`src/rtl/fetch_queue_pkg.sv`:
```
`default_nettype none
// ============================================================================
// Module   : fetch_queue_pkg
// Purpose  : Shared types and defaults for the instruction fetch queue.
// Revision : 1.0 - initial release
// ============================================================================
package fetch_queue_pkg;

    typedef struct packed {
        logic [31:0] pc;
        logic [31:0] inst;
    } fetch_entry_t;

    localparam logic [31:0] RESET_PC_DEFAULT = 32'h0040_0000;

endpackage
`default_nettype wire

```
`src/rtl/fetch_fifo.sv`:
```
`default_nettype none
// ============================================================================
// Module   : fetch_fifo
// Purpose  : DEPTH-entry circular buffer of fetched instructions with flush.
// Revision : 1.0 - initial release
// ============================================================================
module fetch_fifo
    import fetch_queue_pkg::*;
#(
    parameter int DEPTH = 4
) (
    input  logic                     clock,
    input  logic                     reset,
    input  logic                     flush,
    input  logic                     push,
    input  fetch_entry_t             push_data,
    input  logic                     pop,
    output fetch_entry_t             head,
    output logic [$clog2(DEPTH):0]   count
);

    localparam int AW = $clog2(DEPTH);

    fetch_entry_t   mem_q [DEPTH];
    logic [AW-1:0]  wr_ptr_q, wr_ptr_d;
    logic [AW-1:0]  rd_ptr_q, rd_ptr_d;
    logic [AW:0]    count_q, count_d;

    always_comb begin
        wr_ptr_d = wr_ptr_q;
        rd_ptr_d = rd_ptr_q;
        count_d  = count_q;
        if (flush) begin
            wr_ptr_d = '0;
            rd_ptr_d = '0;
            count_d  = '0;
        end else begin
            if (push) wr_ptr_d = wr_ptr_q + 1'b1;
            if (pop)  rd_ptr_d = rd_ptr_q + 1'b1;
            count_d = count_q + {{AW{1'b0}}, push} - {{AW{1'b0}}, pop};
        end
    end

    always_ff @(posedge clock or posedge reset) begin
        if (reset) begin
            wr_ptr_q <= '0;
            rd_ptr_q <= '0;
            count_q  <= '0;
        end else begin
            wr_ptr_q <= wr_ptr_d;
            rd_ptr_q <= rd_ptr_d;
            count_q  <= count_d;
        end
    end

    // Storage needs no reset: the head is masked whenever the buffer is empty.
    always_ff @(posedge clock) begin
        if (push && !flush) mem_q[wr_ptr_q] <= push_data;
    end

    assign head  = (count_q != '0) ? mem_q[rd_ptr_q] : '0;
    assign count = count_q;

endmodule
`default_nettype wire

```
`src/rtl/fetch_queue.sv`:
```
`default_nettype none
// ============================================================================
// Module   : fetch_queue
// Purpose  : Instruction fetch front end: PC sequencing, memory request
//            credit control, redirect discard tracking and a decode queue.
//            Optional same-cycle response bypass: FETCH_QUEUE_BYPASS_EN.
// Revision : 1.0 - initial release
// ============================================================================
module fetch_queue
    import fetch_queue_pkg::*;
#(
    parameter int          DEPTH    = 4,
    parameter logic [31:0] RESET_PC = RESET_PC_DEFAULT
) (
    input  logic        clock,
    input  logic        reset,
    input  logic        redirect_valid,
    input  logic [31:0] redirect_pc,
    output logic        imem_req_valid,
    input  logic        imem_req_ready,
    output logic [31:0] imem_req_addr,
    input  logic        imem_resp_valid,
    input  logic [31:0] imem_resp_data,
    output logic        inst_valid,
    input  logic        inst_ready,
    output logic [31:0] inst,
    output logic [31:0] inst_pc
);

    localparam int          CW      = $clog2(DEPTH) + 1;
    localparam int          DCW     = CW + 4;
    localparam logic [CW:0] DEPTH_W = (CW+1)'(DEPTH);

    logic [31:0]    fetch_pc_q, fetch_pc_d;
    logic [CW-1:0]  inflight_q, inflight_d;
    logic [DCW-1:0] discard_q,  discard_d;
    logic [CW-1:0]  occupancy;
    fetch_entry_t   head;
    fetch_entry_t   push_entry;
    logic           req_fire;
    logic           resp_discard;
    logic           resp_live;
    logic           resp_enq;
    logic           fifo_push;
    logic           fifo_pop;
    logic [31:0]    resp_pc;

    // Credit check counts queued and outstanding live fetches, so every
    // response is guaranteed a free entry.
    assign imem_req_valid = !reset &&
                            (({1'b0, occupancy} + {1'b0, inflight_q}) < DEPTH_W);
    assign imem_req_addr  = fetch_pc_q;
    assign req_fire       = imem_req_valid && imem_req_ready;

    assign resp_discard = imem_resp_valid && (discard_q != '0);
    assign resp_live    = imem_resp_valid && (discard_q == '0);
    assign resp_enq     = resp_live && !redirect_valid;

    // Live requests are contiguous and in order, so the oldest one sits
    // inflight words behind the current fetch PC.
    assign resp_pc    = fetch_pc_q - {{(30-CW){1'b0}}, inflight_q, 2'b00};
    assign push_entry = '{pc: resp_pc, inst: imem_resp_data};

    assign fifo_pop = (occupancy != '0) && inst_ready && !redirect_valid;

`ifdef FETCH_QUEUE_BYPASS_EN
    logic bypass;
    assign bypass     = resp_enq && (occupancy == '0) && !reset;
    assign fifo_push  = resp_enq && !(bypass && inst_ready);
    assign inst_valid = !reset && ((occupancy != '0) || bypass);
    assign inst       = (occupancy != '0) ? head.inst :
                        (bypass ? imem_resp_data : 32'h0);
    assign inst_pc    = (occupancy != '0) ? head.pc :
                        (bypass ? resp_pc : 32'h0);
`else
    assign fifo_push  = resp_enq;
    assign inst_valid = !reset && (occupancy != '0);
    assign inst       = head.inst;
    assign inst_pc    = head.pc;
`endif

    always_comb begin
        fetch_pc_d = fetch_pc_q;
        inflight_d = inflight_q;
        discard_d  = discard_q;
        if (redirect_valid) begin
            fetch_pc_d = redirect_pc & 32'hFFFF_FFFC;
            inflight_d = '0;
            // Everything still owed by memory becomes stale; this cycle's
            // response (live or stale) is consumed here.
            discard_d  = discard_q + DCW'(inflight_q) + DCW'(req_fire)
                         - DCW'(imem_resp_valid);
        end else begin
            if (req_fire) fetch_pc_d = fetch_pc_q + 32'd4;
            inflight_d = inflight_q + CW'(req_fire) - CW'(resp_live);
            discard_d  = discard_q - DCW'(resp_discard);
        end
    end

    always_ff @(posedge clock or posedge reset) begin
        if (reset) begin
            fetch_pc_q <= RESET_PC;
            inflight_q <= '0;
            discard_q  <= '0;
        end else begin
            fetch_pc_q <= fetch_pc_d;
            inflight_q <= inflight_d;
            discard_q  <= discard_d;
        end
    end

    fetch_fifo #(
        .DEPTH     (DEPTH)
    ) u_fifo (
        .clock     (clock),
        .reset     (reset),
        .flush     (redirect_valid),
        .push      (fifo_push),
        .push_data (push_entry),
        .pop       (fifo_pop),
        .head      (head),
        .count     (occupancy)
    );

endmodule
`default_nettype wire

```
`config.mk`:
```
export PLATFORM = sky130hd
export DESIGN_NAME = fetch_queue
export DESIGN_NICKNAME = d
export VERILOG_FILES = /design/src/rtl/fetch_queue_pkg.sv /design/src/rtl/fetch_fifo.sv /design/src/rtl/fetch_queue.sv
export SDC_FILE = /design/constraint.sdc
export NUM_CORES = 1
export LEC_CHECK = 0
export BUFFER_PORTS_ARGS = -buffer_cell sky130_fd_sc_hd__buf_4
export CAP_MARGIN = 20
export CORE_MARGIN = 2
export CORE_UTILIZATION = 40
export CTS_BUF_LIST = sky130_fd_sc_hd__clkbuf_16
export CTS_CLUSTER_SIZE = 12
export DETAILED_ROUTE_END_ITERATION = 8
export HOLD_SLACK_MARGIN = 0.02
export SYNTH_ARGS = -nofsm -noshare
export SYNTH_HDL_FRONTEND = slang
export SYNTH_SLANG_ARGS = --single-unit
```
`constraint.sdc`:
```
create_clock -name clock -period 4.09 [get_ports clock]
set_input_delay 0.2045 -clock clock [delete_from_list [all_inputs] [get_ports clock]]
set_output_delay 0.2045 -clock clock [all_outputs]
set_load 0.02 [all_outputs]
```
==> results of run 1 <==
sequential cells by signal (all words and copies together), names as in the netlist:
name,flops
discard_q,7
u_fifo.count,3
u_fifo.mem_q,248
inflight_q,3
imem_req_addr,30
u_fifo.wr_ptr_q,2
u_fifo.rd_ptr_q,2
through the flow:
stage               power [mW]  cell area, µm²  setup WS, ns
floorplan                 5.22           13400         0.750
global placement          6.06           15100         0.741
detailed placement        6.08           15100         0.671
CTS                       8.80           16700         0.681
global route              9.15           16700         0.488
finish                    8.68           16700         0.709
routing by layer:
layer  up-vias  part of all wire [%]
li1       3834                     -
met1      4117                    46
met2       226                    46
met3        36                   5.5
met4         0                   1.9
met5         -                     0
area by class of cell:
| cell class | count | area, µm² |
|---|---|---|
| repair buffers | 242 | 2020 |
| clock buffers | 31 | 776 |
| clock inverters | 20 | 176 |
| well taps | 448 | 561 |
| multi-input cells | 501 | 4420 |
| flip-flops and latches | 295 | 8630 |
| fillers | 2840 | 16600 |
| inverters | 36 | 135 |
worst max-delay path, cell delays in order, from the launching register on:
cell	delay, ns
dfrtp_1	0.44
ha_1	0.30
nand3_1	0.17
nand3_1	0.16
inv_1	0.12
fa_1	0.44
fa_1	0.41
a21o_1	0.20
a221o_1	0.35
nor4b_1	0.16
or4_1	0.50
synthesized netlist by cell type (5+ instances only):
cell,n,area (µm²)
xor2_1,8,70.1
edfxtp_1,248,7450
or3_1,9,56.3
xnor2_1,34,298
buf_2,12,60.1
nand3_1,33,165
clkbuf_1,38,143
fa_1,5,100
nand2_1,34,128
dfrtp_1,46,1150
a31oi_1,8,50.1
nand4_1,15,93.8
or4_1,14,105
buf_4,5,37.5
nand4b_1,5,43.8
and3_1,7,43.8
mux4_2,62,1400
a22oi_1,10,75.1
nor2b_1,17,106
ha_1,26,325
nor3_1,12,60.1
o21ai_0,19,95.1
nand3b_1,5,37.5
and2_1,68,425
and4_1,6,52.6
inv_1,35,131
nor4_1,5,31.3
o211ai_1,12,90.1
nor2_1,34,128
how the worst max path moves through the flow:
stage                        from           end  slack, ns  cells past startpoint
floorplan           inflight_q[1]  discard_q[6]       0.75                     10
global placement    inflight_q[1]  discard_q[6]       0.74                     10
detailed placement  inflight_q[1]  discard_q[6]       0.67                     10
CTS                 inflight_q[1]  discard_q[6]       0.68                     10
global route        inflight_q[1]  discard_q[6]       0.49                     10
finish              inflight_q[1]  discard_q[6]       0.71                     10
kinds of logic (layout without fill, tap and decap cells):
group                    Yosys count  in the layout  synth area share, %
buffers and inverters             95            329                 2.91
flip-flops                       295            295                 64.3
AO/OA/AOI/OAI                     76             76                 3.97
adder cells (fa/ha/maj)           31             31                 3.17
XOR/XNOR                          42             42                 2.74
AND/OR/NAND/NOR                  283            283                 12.2
multiplexers                      65             65                 10.6
other                              1              4               0.0280
power breakdown:
group	switching, mW	internal, mW
registers	0.215	3.41
logic	1.29	1.12
clock network	1.10	1.55
total	2.61	6.08
==> flow_summary.yaml, run 1 <==
die:
  die_h_um: 187
  initial_utilization_pct: 40.3
  dieArea_um2: 35000
  die_width_um: 187
  io_pins: 168
  num_rows: 67
  fp.coreArea_um2: 33300
setup_path:
  r2r-start: "inflight_q[1]"
  r2r_cells: 10
  r2r-end: "discard_q[6]"
  worstPathRequired_ns: 4.52
  start_kind: "flop"
  cp-end-kind: "flop"
  reg2reg_slack_ns: 0.71
  path_class: "reg2reg"
  cp_max_fo: 6
  arrival_ns: 3.81
synthesis:
  synth_area_um2: 13400
  ys_ff_latch: 295
  synth-edff-count: 248
  ys.flop_type: "edfxtp_1"
  synth_cell_type_count: 61
  synth.yosys.seq_area_share_pct: 64.3
  syn_area_per_cell_um2: 15.1
  async_flop_share_pct: 15.9
  netlist_instances: 888
  yosysWarnings: 0
global_routing:
  overflow: 0
  grt_pass1_wl_um: 46400
  top_usage_layer: "met2"
  grt_pass1_vias: 8222
  met2_usage_pct: 27.0
  met1_usage_pct: 24.4
  antenna_found_initial: 0
  grt_max_degree: 66
  globalRouteTotalUtil_pct: 16.8
  use_met3_pct: 2.53
min_path:
  holdPathEnd: "u_fifo.rd_ptr_q[0]"
  worstHoldPathCells: 4
  hp-start: "inst_ready"
  hold_class: "in2reg"
timing:
  post-route-period-util_pct: 82.7
  final-setup-viol-count: 0
  fin_hold_ws_ns: 0.0353
  min_period_ns: 3.38
  fmax_mhz: 296
  rsz0062_at_grt: "false"
  worst_pin_slew_ns: 0.644
  finalMaxSlewViolations: 0
  timing.setup.tns_ns: 0
  hold_viol_final: 0
  slew_headroom_pct: 57.0
  fin_worst_skew_ns: 0.0146
finish:
  fin_util_pct: 50.2
  antenna_cells: 0
  final_common_cell: "edfxtp_1"
  areaGrowthSynthToFinish_pct: 24.6
  finalNetCount: 1208
  final_cells: 1573
  drive_gt1_share_pct: 26.0
  layout_common_cells: "248 x edfxtp_1, 175 x buf_4, 64 x and2_1"
clocking:
  cts_tree: "done"
  clk_pin_slew_ns: 0.06
  htreeDepth: 1
  hold_buffers: 63
  post-cts-setup-buffers: 0
  insertion_delay_ns: 0.57
  clock_sinks: 295
  cts_resized: 0
  numCtsBuffers: 31
  root_buffer: "clkbuf_16"
  cts.path.max_buffers: 3
power:
  power_density_nw_per_um2: 519
  ir_drop_mv: 0.352
  cellLeakagePower_nw: 6.01
placement:
  post-place-cells: 1459
  gp_congestion: 0.783
  hpwlAfterDp_um: 18600
  portBuffers: 161
routing:
  vias_per_cell: 5.22
  drc: 0
  wl_um: 29300
  wl_per_cell_um: 18.6
  vias: 8213
  firstDrtPassIters: 5
  ant_nets: 0
  drtIter0Drc: 490
job:
  max_cap_viol_count: 0
status:
  status: "complete, no violations"
Power figures use the tool's default switching activity.
==> run 2: changes to the inputs <==
--- a/config.mk
+++ b/config.mk
@@ -5,6 +5,7 @@
 export SDC_FILE = /design/constraint.sdc
 export NUM_CORES = 1
 export LEC_CHECK = 0
+export ABC_AREA = 1
 export BUFFER_PORTS_ARGS = -buffer_cell sky130_fd_sc_hd__buf_4
 export CAP_MARGIN = 20
 export CORE_MARGIN = 2
==> constraint.sdc (replaced) <==
create_clock -name clock -period 3.4 [get_ports clock]
set_input_delay 0.17 -clock clock [delete_from_list [all_inputs] [get_ports clock]]
set_output_delay 0.17 -clock clock [all_outputs]
set_load 0.02 [all_outputs]
==> flow_summary.yaml, run 2 <==
status:
  status: "complete, no violations"
routing:
  wl_um: 35600
  firstDrtPassIters: 9
  drc: 0
  vias_per_cell: 4.97
  drtIter0Drc: 748
  ant_nets: 0
  vias: 10600
  wl_per_cell_um: 16.6
placement:
  dp_slack_ns: 0.787
  place_area_um2: 15900
  gp_congestion: 0.918
  portBuffers: 161
  post-place-cells: 2014
  hpwlAfterDp_um: 22100
timing:
  fmax_mhz: 383
  fin_hold_ws_ns: 0.0361
  layout_setup_ws_ns: 0.790
  worst_pin_slew_ns: 0.863
  post-route-period-util_pct: 76.8
  rsz0062_at_grt: "false"
  finalMaxSlewViolations: 0
  final-setup-viol-count: 0
  min_period_ns: 2.61
  slew_headroom_pct: 42.4
  hold_viol_final: 0
  fin_worst_skew_ns: 0.0186
clocking:
  htreeDepth: 2
  clk_pin_slew_ns: 0.06
  cts.path.max_buffers: 3
  cts_tree: "done"
  root_buffer: "clkbuf_16"
  post-cts-setup-buffers: 0
  numCtsBuffers: 34
  cts_resized: 0
  insertion_delay_ns: 0.51
  clock_sinks: 295
synthesis:
  synth-edff-count: 248
  ys_ff_latch: 295
  yosysTopAreaCellShare_pct: 52.5
  synth_area_um2: 14200
  yosysWarnings: 0
  netlist_instances: 1451
  synth.yosys.seq_area_share_pct: 60.8
  async_flop_share_pct: 15.9
  ys.flop_type: "edfxtp_1"
  synth_cell_type_count: 39
  yosys.area.top_type: "edfxtp_1"
  synth_commonest_cells: "341 x nor2_1, 248 x edfxtp_1, 215 x nand2_1, 152 x o21ai_0, 99 x inv_1"
  syn_area_per_cell_um2: 9.78
  synth.top_cells.by_area: "edfxtp_1 52%, nor2_1 9.0%, dfrtp_1 8.1%, nand2_1 5.7%, o21ai_0 5.4%"
  yosysMostFrequentCell: "nor2_1"
min_path:
  hp-start: "imem_resp_valid"
  hold_class: "in2reg"
  holdPathEnd: "u_fifo.wr_ptr_q[0]"
  worstHoldPathCells: 4
global_routing:
  grt_max_degree: 126
  grt_pass1_wl_um: 55000
  overflow: 0
  antenna_found_initial: 0
  grt_pass1_vias: 10200
  globalRouteTotalUtil_pct: 19.2
die:
  fp.coreArea_um2: 34700
  die_width_um: 192
  dieArea_um2: 37000
  initial_utilization_pct: 40.9
  num_rows: 68
  die_h_um: 192
  io_pins: 168
setup_path:
  start_kind: "flop"
  r2r_cells: 11
  reg2reg_slack_ns: 0.83
  path_class: "reg2out"
  worstPathRequired_ns: 3.23
  arrival_ns: 2.44
  cp-end-kind: "primary output"
  cp_max_fo: 46
  r2r-end: "discard_q[4]"
  r2r-start: "inflight_q[1]"
finish:
  areaGrowthSynthToFinish_pct: 23.4
  final_common_cell: "nor2_1"
  stdcell_area_um2: 17500
  regMostFlops: "u_fifo.mem_q"
  finalNetCount: 1759
  layout_common_cells: "336 x nor2_1, 248 x edfxtp_1, 215 x nand2_1"
  largest_reg_flops: 248
  drive_gt1_share_pct: 15.7
  antenna_cells: 0
  final_cells: 2139
power:
  cellLeakagePower_nw: 7.02
  total_power_mw: 11.7
  ir_drop_mv: 0.362
  power_density_nw_per_um2: 666
job:
  max_cap_viol_count: 0
run 2: cell count changes in the layout (fill, tap and decap cells not counted), sizes merged, moves of 17 or more:
cell   delta
a21oi    +68
and2     -62
nand3    +49
xnor2    -30
nor2b    -17
nor2    +327
o21ai   +139
mux4     -62
nand2   +192
inv      +68
run 2: power by group:
group,total (mW),switching [mW],internal [mW],leakage (nW)
clock network,3.29,1.42,1.87,0.523
logic,3.89,2.54,1.35,3.68
registers,4.49,0.275,4.22,2.82
total,11.7,4.23,7.43,7.02
run 2: worst max-delay path, stage by stage, from the launching register on:
cell      delay, ns
dfrtp_4        0.49
clkinv_2       0.44
buf_4          0.36
o21ai_0        0.12
a21oi_1        0.28
buf_4          0.20
run 2: final cells by class:
class	count	area, µm²
fill	3200	17200
tap	455	569
clock inverter	27	141
clock buffer	35	876
timing repair buffer	237	2020
multi-input combinational	986	4880
inverter	104	392
sequential	295	8630
run 2: layer usage:
layer	global-route usage, %	part of all wire (%)	up-vias	routed length, µm
met5	0	0	-	0
met4	4.87	1.9	0	685
met3	3.24	6.0	49	2140
met2	32.7	48	299	17000
met1	25.4	44	5013	15700
li1	-	-	5273	-
run 2: kinds of logic after synthesis:
kind of cell | synth area share, %
simple gates | 20.9
buf+inv | 5.22
compound gates | 8.52
flops | 60.8
other cells | 0.0264
xor+xnor | 1.60
fa+ha+maj | 3.00
run 2: worst max-delay path by stage:
stage / startpoint / end / depth (start not counted)
after floorplan: discard_q[4] / u_fifo.mem_q[0][0] / 8
after global placement: inflight_q[1] / discard_q[4] / 10
after detailed placement: inflight_q[1] / discard_q[4] / 10
after CTS: u_fifo.count[1] / inst_pc[24] / 6
after global routing: inflight_q[1] / discard_q[4] / 11
final: u_fifo.rd_ptr_q[0] / inst_pc[11] / 5
run 2: repair_timing:
item | CTS | global route
hold buffers | 63 | 0
endpoints found under the setup margin | 0 | 0
hold endpoints to repair | 194 | 0
run 2: metrics by stage:
step / setup TNS, ns / util (%)
finish: 0 / 50.4
global route: 0 / 50.4
CTS: 0 / 50.4
detailed placement: 0 / 45.7
global placement: 0 / 45.7
floorplan: -214.62 / -
